<file path="config.mk">
export PLATFORM = sky130hd
export DESIGN_NAME = cbus_write_sequencer
export DESIGN_NICKNAME = d
export VERILOG_FILES = /design/src/rtl/cbus_write_sequencer_pkg.sv /design/src/rtl/cbus_write_sequencer_sync_fifo.sv /design/src/rtl/cbus_write_sequencer.sv
export SDC_FILE = /design/constraint.sdc
export NUM_CORES = 1
export LEC_CHECK = 0
export CORE_UTILIZATION = 57
export CTS_BUF_LIST = sky130_fd_sc_hd__clkbuf_4 sky130_fd_sc_hd__clkbuf_8
export DETAILED_ROUTE_END_ITERATION = 12
export PLACE_DENSITY = 0.91
export SYNTH_ARGS = -nofsm -noshare
export SYNTH_HDL_FRONTEND = slang
export SYNTH_SLANG_ARGS = --single-unit
</file>
<file path="constraint.sdc">
create_clock -name clock -period 2.88 [get_ports clock]
set_input_delay 0.72 -clock clock [delete_from_list [all_inputs] [get_ports clock]]
set_output_delay 0.72 -clock clock [all_outputs]
set_load 0.005 [all_outputs]
</file>
<file path="src/rtl/cbus_write_sequencer_pkg.sv">
`default_nettype none
// ============================================================================
// Module      : cbus_write_sequencer_pkg
// Description : Shared widths and destination codes for the C-bus write side.
// Revision    : 1.0 - initial release
// ============================================================================
package cbus_write_sequencer_pkg;

    // C-bus geometry
    localparam int CBUS_EN_W   = 4;
    localparam int CBUS_DATA_W = 32;

    // Enable code meaning "no register is written this cycle"
    localparam logic [CBUS_EN_W-1:0] CBUS_IDLE = 4'b0000;

    // Destination code for register reg1
    localparam logic [CBUS_EN_W-1:0] DEST_REG1 = 4'b0100;

    // Counter width able to hold 0..depth inclusive
    function automatic int count_width(input int depth);
        return $clog2(depth) + 1;
    endfunction

endpackage
`default_nettype wire

</file>
<file path="src/rtl/cbus_write_sequencer_sync_fifo.sv">
`default_nettype none
// ============================================================================
// Module      : cbus_write_sequencer_sync_fifo
// Description : Single-clock FIFO with occupancy count and synchronous flush.
//               Full/empty is decided from the count, never pointer equality.
//               The caller must not push when full nor pop when empty.
// Revision    : 1.0 - initial release
// ============================================================================
module cbus_write_sequencer_sync_fifo
    import cbus_write_sequencer_pkg::*;
#(
    parameter int WIDTH = 36,
    parameter int DEPTH = 4
) (
    input  logic                        clock,
    input  logic                        reset_n,
    input  logic                        push_i,
    input  logic                        pop_i,
    input  logic                        flush_i,
    input  logic [WIDTH-1:0]            wdata_i,
    output logic [WIDTH-1:0]            head_o,
    output logic [count_width(DEPTH)-1:0] count_o
);

    localparam int PTR_W = $clog2(DEPTH);
    localparam int CNT_W = count_width(DEPTH);

    logic [WIDTH-1:0] mem_q [DEPTH];
    logic [PTR_W-1:0] wr_ptr_q;
    logic [PTR_W-1:0] rd_ptr_q;
    logic [CNT_W-1:0] count_q;

    // Pointers and count; flush wins over push and pop. Power-of-two depth
    // lets the pointers wrap by natural overflow.
    always_ff @(posedge clock or negedge reset_n) begin
        if (!reset_n) begin
            wr_ptr_q <= '0;
            rd_ptr_q <= '0;
            count_q  <= '0;
        end else if (flush_i) begin
            wr_ptr_q <= '0;
            rd_ptr_q <= '0;
            count_q  <= '0;
        end else begin
            if (push_i) begin
                wr_ptr_q <= wr_ptr_q + PTR_W'(1);
            end
            if (pop_i) begin
                rd_ptr_q <= rd_ptr_q + PTR_W'(1);
            end
            count_q <= count_q + CNT_W'(push_i) - CNT_W'(pop_i);
        end
    end

    // Storage array; no reset needed because a slot is only read after it was written
    always_ff @(posedge clock) begin
        if (push_i && !flush_i) begin
            mem_q[wr_ptr_q] <= wdata_i;
        end
    end

    assign head_o  = mem_q[rd_ptr_q];
    assign count_o = count_q;

endmodule
`default_nettype wire

</file>
<file path="src/rtl/cbus_write_sequencer.sv">
`default_nettype none
// ============================================================================
// Module      : cbus_write_sequencer
// Description : Write-side driver for the C bus. Buffers write-back requests
//               in a FIFO and drives one registered destination per cycle so
//               each word is stable across the register file's negedge capture.
// Revision    : 1.0 - initial release
// ============================================================================
module cbus_write_sequencer
    import cbus_write_sequencer_pkg::*;
#(
    parameter int                  DEPTH     = 4,
    parameter int                  DATA_W    = CBUS_DATA_W,
    parameter int                  EN_W      = CBUS_EN_W,
    parameter logic [EN_W-1:0]     IDLE_CODE = CBUS_IDLE
) (
    input  logic                          clock,
    input  logic                          reset_n,
    input  logic                          wr_valid,
    input  logic [EN_W-1:0]               wr_dest,
    input  logic [DATA_W-1:0]             wr_data,
    output logic                          wr_ready,
    input  logic                          stall,
    input  logic                          flush,
    output logic [EN_W-1:0]               cbus_en,
    output logic [DATA_W-1:0]             cbus_out,
    output logic [count_width(DEPTH)-1:0] pending
);

    localparam int                CNT_W  = count_width(DEPTH);
    localparam int                WORD_W = EN_W + DATA_W;
    localparam logic [CNT_W-1:0]  C_FULL = CNT_W'(DEPTH);

    logic [CNT_W-1:0]  w_count;
    logic [WORD_W-1:0] w_head;
    logic              w_push;
    logic              w_pop;

    logic [EN_W-1:0]   cbus_en_q;
    logic [EN_W-1:0]   cbus_en_d;
    logic [DATA_W-1:0] cbus_out_q;
    logic [DATA_W-1:0] cbus_out_d;

    // Ready depends only on registered occupancy, so a full FIFO refuses even
    // when a pop happens in the same cycle.
    assign wr_ready = (w_count != C_FULL);

    // Idle-code requests are handshaken but never stored
    assign w_push = wr_valid && wr_ready && !flush && (wr_dest != IDLE_CODE);

    // No bypass: only entries already queued before this edge can be issued
    assign w_pop  = !flush && !stall && (w_count != '0);

    cbus_write_sequencer_sync_fifo #(
        .WIDTH (WORD_W),
        .DEPTH (DEPTH)
    ) u_fifo (
        .clock   (clock),
        .reset_n (reset_n),
        .push_i  (w_push),
        .pop_i   (w_pop),
        .flush_i (flush),
        .wdata_i ({wr_dest, wr_data}),
        .head_o  (w_head),
        .count_o (w_count)
    );

    // Next bus word: the FIFO head when popping, otherwise an idle cycle with zero data
    always_comb begin
        cbus_en_d  = IDLE_CODE;
        cbus_out_d = '0;
        if (w_pop) begin
            cbus_en_d  = w_head[WORD_W-1 -: EN_W];
            cbus_out_d = w_head[DATA_W-1:0];
        end
    end

    // Bus output register; async reset idles the bus before the next negedge capture
    always_ff @(posedge clock or negedge reset_n) begin
        if (!reset_n) begin
            cbus_en_q  <= IDLE_CODE;
            cbus_out_q <= '0;
        end else begin
            cbus_en_q  <= cbus_en_d;
            cbus_out_q <= cbus_out_d;
        end
    end

    assign cbus_en  = cbus_en_q;
    assign cbus_out = cbus_out_q;
    assign pending  = w_count;

endmodule
`default_nettype wire

</file>
==> results of run 1 <==
power by group through the flow:
stage | Sequential, mW | Combinational, mW | Clock (mW)
finish | 3.29 | 1.10 | 1.78
global route | 3.33 | 1.19 | 1.91
CTS | 3.30 | 1.12 | 1.81
detailed placement | 3.36 | 1.11 | 0
global placement | 3.34 | 1.08 | 0
floorplan | 3.27 | 0.705 | 0
path summary, 6_finish.rpt:
| kind | endpoint | slack (ns) | cells after the start |
|---|---|---|---|
| setup / recovery | u_fifo.count_o[2]$_DFF_PN0_ | 0.09 | 12 |
| max in group asynchronous | u_fifo.rd_ptr_q[1]$_DFFE_PN0P_ | 1.74 | 1 |
| setup reg to reg | u_fifo.count_o[2]$_DFF_PN0_ | 0.39 | 11 |
| hold / removal | cbus_out[9]$_DFF_PN0_ | 0.43 | 1 |
| hold reg to reg | u_fifo.wr_ptr_q[0]$_DFFE_PN0P_ | 0.56 | 1 |
| min in group clock | u_fifo.wr_ptr_q[0]$_DFFE_PN0P_ | 0.56 | 1 |
synth_stat cells:
cell | number | area share, %
o311ai_0 | 1 | 0.13
or3b_1 | 1 | 0.13
ha_1 | 6 | 1.1
or3_1 | 1 | 0.092
buf_4 | 2 | 0.22
o211ai_1 | 1 | 0.11
and2_1 | 1 | 0.092
edfxtp_1 | 144 | 64
o21ai_0 | 1 | 0.074
xor2_1 | 1 | 0.13
nor3_1 | 2 | 0.15
inv_1 | 8 | 0.44
dfrtp_1 | 43 | 16
nor2_1 | 3 | 0.17
and2_2 | 4 | 0.44
nor2b_1 | 37 | 3.4
and4_1 | 1 | 0.13
mux2i_1 | 1 | 0.15
mux2_4 | 1 | 0.22
buf_2 | 6 | 0.44
or4_1 | 1 | 0.11
nand2_1 | 1 | 0.055
buf_6 | 1 | 0.17
fa_1 | 1 | 0.29
mux4_2 | 36 | 12
o31ai_1 | 1 | 0.11
clkbuf_1 | 4 | 0.22
metrics by stage:
step	hold WS (ns)	util (%)
after global routing	0.496	72.5
final	0.426	72.5
after CTS	0.464	72.5
after detailed placement	0.549	68.8
after floorplan	0.424	-
after global placement	0.530	68.8
final cells by class:
| cell class | count | area, sq um |
|---|---|---|
| clock inverter | 12 | 145 |
| multi-input combinational | 102 | 1300 |
| clock buffer | 20 | 269 |
| fill | 673 | 3170 |
| timing repair buffer | 95 | 1020 |
| tap | 143 | 179 |
| inverter | 8 | 30.0 |
| sequential | 187 | 5400 |
cell families after synthesis:
kind of cell	after synthesis	share of synthesized area, %
buffers and inverters	21	1.49
muxes	38	12.3
xor gates and xnor gates	1	0.129
and+or+nand+nor	52	4.77
AOI/OAI and AO/OA	4	0.424
adders and majority gates	7	1.40
DFF	187	79.5
sequential cells by signal, indices dropped and copies added, names as in the netlist:
signal and count:
u_fifo.mem_q 144, cbus_out 32, cbus_en 4, u_fifo.count_o 3
u_fifo.rd_ptr_q 2, u_fifo.wr_ptr_q 2
what timing repair did:
item | in CTS | in global routing
gates cloned | 0 | 0
setup endpoints to repair | 1 | 1
gates resized for setup | 2 | 2
pin swaps | 0 | 1
cell usage in the layout, fill, tap and decap left out, types with 2 or more instances in the layout:
master	instances
nor2_1	3
buf_4	6
inv_1	8
clkinvlp_4	2
dlymetal6s2s_1	2
bufinv_16	3
clkbuf_8	19
clkinv_2	3
edfxtp_1	144
clkdlybuf4s50_1	76
dfrtp_1	41
ha_1	6
clkinv_1	2
dfrtp_2	2
and2_2	4
buf_12	9
nor2b_1	37
mux4_2	36
routing by layer:
metal  part of all wire [%]  wire length (um)
met5                      0                 0
met4                    2.2               259
met3                    4.3               493
met2                     54              6230
met1                     40              4580
==> qor.yml, run 1 <==
outcome:
  status: "finished with violations"
  failed_checks: "design-rule violations"
critical_path:
  crit_path_frequent_cell: "inv_1"
  critical_path_class: "primary input to register"
  crit_family: "simple AND/OR/NAND/NOR gates"
  critPathMaxStageDelay_ns: 0.48
  crit_fanout: 2
  timing.rr.start: "u_fifo.count_o[1]$_DFF_PN0_"
  slowest_stage: "or4_1"
  critPathLaunch: "wr_dest[1]"
  crit_buf_inv: 4
  crit_required_ns: 3.24
  end_kind: "register"
  path_cells: "clkdlybuf4s50_1 > or4_1 > and4_1 > inv_1 > ha_1 > inv_1 > ha_1 > inv_1 > fa_1 > xor2_1 > and2_1 > nor3_2"
  arrival_ns: 3.15
  cp-start-kind: "primary input"
sta:
  fmax_mhz: 359
  slew_headroom_pct: 32.0
  setup_viol: 0
  worst_slack_ns: 0.0920
  setup_tns_ns: 0
  finalHoldViolCount: 0
  tightest_slew_ns: 1.02
  grt_setup_unrepaired: "no"
  maxSlewViolCount: 0
  finalClockSkew_ns: 0.0101
  final.period_utilization_pct: 96.8
  post-route-min-period_ns: 2.79
placed_design:
  globalplace.congestion: 0.705
  port_buffers: 80
  placed_cell_area_sq_um: 7930
  dp.cells: 535
  dp_slack_ns: -0.582
  dp_hpwl_um: 7020
clocking:
  hold_buffers: 0
  htreeDepth: 4
  cts_buffers: 17
  cts_root_buf: "clkbuf_8"
  clockBufferDepth: 2
  cts.sinks: 187
  post_cts_buffers: 0
  cts_tree: "yes"
  worstSkewPairLatency_ns: 0.45
  clkTransAtPathRegs_ns: 0.09
power_and_ir_drop:
  vdd.ir_drop.worst_mv: 0.388
  p_seq_share_pct: 53.4
  comb_power_share_pct: 17.8
  clkPwrFrac_pct: 28.8
  p_switching_mw: 1.45
  p_sw_share_pct: 23.4
  power_density_nw_per_um2: 740
  p_int_mw: 4.73
  p_leak_nw: 2.91
  power_mw: 6.17
synth:
  ys_ff_latch: 187
  post_synth.cell_area_avg_sq_um: 21.9
  synth.distinct_cells: 27
  yosysWarnings: 0
  syn_area_sq_um: 6790
  synthesis.nets: 358
  netlist_instances: 310
  ys_seq_area_share_pct: 79.5
drt:
  drc: 13
  dr.pass1.iters: 8
  vias: 3183
  wire_per_inst_um: 20.4
  first_iter_violations: 190
  viasPerCell: 5.61
  drt_wl_total_um: 11600
  ant_nets: 0
die:
  core-area_sq_um: 11500
  rows: 39
  die_height_um: 111
  dieWidth_um: 111
  die-area_sq_um: 12400
  ios: 81
  start_util_pct: 59.0
finish:
  syn_to_final_growth_pct: 22.9
  diodes: 0
  nNetsFinal: 459
  postLayoutCellArea_sq_um: 8350
  fin_cells: 567
  drive_gt1_share_pct: 21.5
worst_hold_path:
  worst_hold_path_type: "primary input to asynchronous set/reset pin"
global_route:
  grt_pass1_vias: 3398
  globalRoute.totalOverflow: 0
  busiest_layer: "met2"
  grt_max_degree: 44
  grt_util_met1_pct: 25.3
  gr-usage-met2_pct: 34.4
  grt_use_total_pct: 20.4
  grt_pass1_wl_um: 18300
  met3_usage_pct: 5.19
  antenna_found_initial: 0
job:
  maxCapViolCount: 0
No activity file was read; power rests on OpenSTA's default activity.
==> run 2: changes to the inputs <==
- RECOVER_POWER: default -> 25
==> qor.yml, run 2 (same netlist as run 1, synthesis figures left out) <==
sta:
  finalClockSkew_ns: 0.0108
  finalHoldViolCount: 0
  setup_tns_ns: 0
  whs_ns: 0.430
  setup_viol: 0
  post-route-min-period_ns: 2.79
  final.period_utilization_pct: 96.9
  grt_setup_unrepaired: "no"
  tightest_slew_ns: 1.03
  slew_headroom_pct: 31.6
  fmax_mhz: 358
  maxSlewViolCount: 0
clocking:
  hold_buffers: 0
  cts_buffers: 17
  htreeDepth: 4
  cts_tree: "yes"
  clockBufferDepth: 2
  worstSkewPairLatency_ns: 0.45
  clkTransAtPathRegs_ns: 0.09
  cts.sinks: 187
  cts_root_buf: "clkbuf_8"
die:
  start_util_pct: 59.0
  ios: 81
  die_height_um: 111
  dieWidth_um: 111
  core-area_sq_um: 11500
  rows: 39
  die-area_sq_um: 12400
critical_path:
  worst_r2r_path_depth: 11
  timing.rr.start: "u_fifo.count_o[1]$_DFF_PN0_"
  arrival_ns: 3.15
  cp-start-kind: "primary input"
  crit_required_ns: 3.24
  critical_path_class: "primary input to register"
  r2r_end: "u_fifo.count_o[2]$_DFF_PN0_"
  ff2ff_setup_slack_ns: 0.39
  crit_fanout: 2
  end_kind: "register"
global_route:
  globalRoute.totalOverflow: 0
  grt_max_degree: 44
  grt_pass1_vias: 3398
  grt_pass1_wl_um: 18300
  grt_use_total_pct: 20.4
  antenna_found_initial: 2
power_and_ir_drop:
  power_density_nw_per_um2: 739
  p_leak_nw: 2.90
  power_mw: 6.17
  vdd.ir_drop.worst_mv: 0.389
finish:
  drive_gt1_share_pct: 21.5
  fin_cells: 569
  layout_commonest_cell: "edfxtp_1"
  final.fill_count: 677
  regMostFlops: "u_fifo.mem_q"
  largest_reg_flops: 144
  final_cell_mix: "edfxtp_1, clkdlybuf4s50_1, dfrtp_1, nor2b_1, mux4_2"
  nNetsFinal: 459
  syn_to_final_growth_pct: 22.8
placed_design:
  dp.cells: 535
  port_buffers: 80
  dp_hpwl_um: 7020
  globalplace.congestion: 0.705
worst_hold_path:
  worst_hold_path_type: "primary input to asynchronous set/reset pin"
drt:
  wire_per_inst_um: 20.3
  drt_wl_total_um: 11500
  dr.pass1.iters: 8
  ant_nets: 0
  drc: 13
  first_iter_violations: 225
  vias: 3187
  viasPerCell: 5.60
outcome:
  status: "finished with violations"
  failed_checks: "design-rule violations"
job:
  maxCapViolCount: 0
[run 2: repair_timing]
| action | CTS | global route |
|---|---|---|
| setup buffers | 0 | 0 |
| resized for setup | 2 | 2 |
| endpoints found under the setup margin | 1 | 1 |
| pin swaps | 0 | 1 |
[run 2: final cells by class]
| cell class | instances | area (sq um) | share of cell area, % |
|---|---|---|---|
| clock inverter | 12 | 145 | 1.74 |
| timing repair buffer | 95 | 1010 | 12.1 |
| multi-input combinational | 102 | 1300 | 15.6 |
| antenna | 2 | 5.00 | 0.0600 |
| clock buffer | 20 | 269 | 3.22 |
| tap | 143 | 179 | 2.14 |
| sequential | 187 | 5400 | 64.8 |
| inverter | 8 | 30.0 | 0.360 |
[run 2: where the power goes]
group / switching [mW] / internal (mW)
clock: 0.871 / 0.908
combinational: 0.420 / 0.674
sequential: 0.154 / 3.14
[run 2: how the worst max path moves through the flow]
stage	start	endpoint	slack [ns]	depth (start not counted)
after floorplan	wr_dest[1]	u_fifo.count_o[2]$_DFF_PN0_	0.02	12
after global placement	wr_dest[0]	u_fifo.count_o[2]$_DFF_PN0_	-0.42	12
after detailed placement	wr_dest[0]	u_fifo.count_o[2]$_DFF_PN0_	-0.58	12
after CTS	wr_dest[3]	u_fifo.count_o[2]$_DFF_PN0_	0.04	12
after global routing	wr_dest[1]	u_fifo.count_o[2]$_DFF_PN0_	0.02	12
final	wr_dest[1]	u_fifo.count_o[2]$_DFF_PN0_	0.09	12
[run 2: stage by stage]
stage	setup WS, ns	area (sq um)	utilization (%)
floorplan	0.0189	6790	-
global placement	-0.423	7930	68.8
detailed placement	-0.582	7930	68.8
CTS	0.0424	8340	72.5
global route	0.0154	8340	72.4
finish	0.0891	8340	72.4
[run 2: routing by layer]
metal / share of wire (%) / up-vias / wire length (um) / global-route usage [%]
met4: 1.9 / 0 / 223 / 8.74
met3: 4.5 / 16 / 519 / 5.19
met2: 54 / 100 / 6200 / 34.4
met5: 0 / - / 0 / 0
met1: 40 / 1656 / 4610 / 25.3
li1: - / 1415 / - / -
[run 2: critical path: stages]
cell             delay [ns]
clkdlybuf4s50_1        0.42
or4_1                  0.48
and4_1                 0.22
inv_1                  0.05
ha_1                   0.22
inv_1                  0.06
ha_1                   0.13
inv_1                  0.05
fa_1                   0.36
xor2_1                 0.16
and2_1                 0.17
nor3_2                 0.11
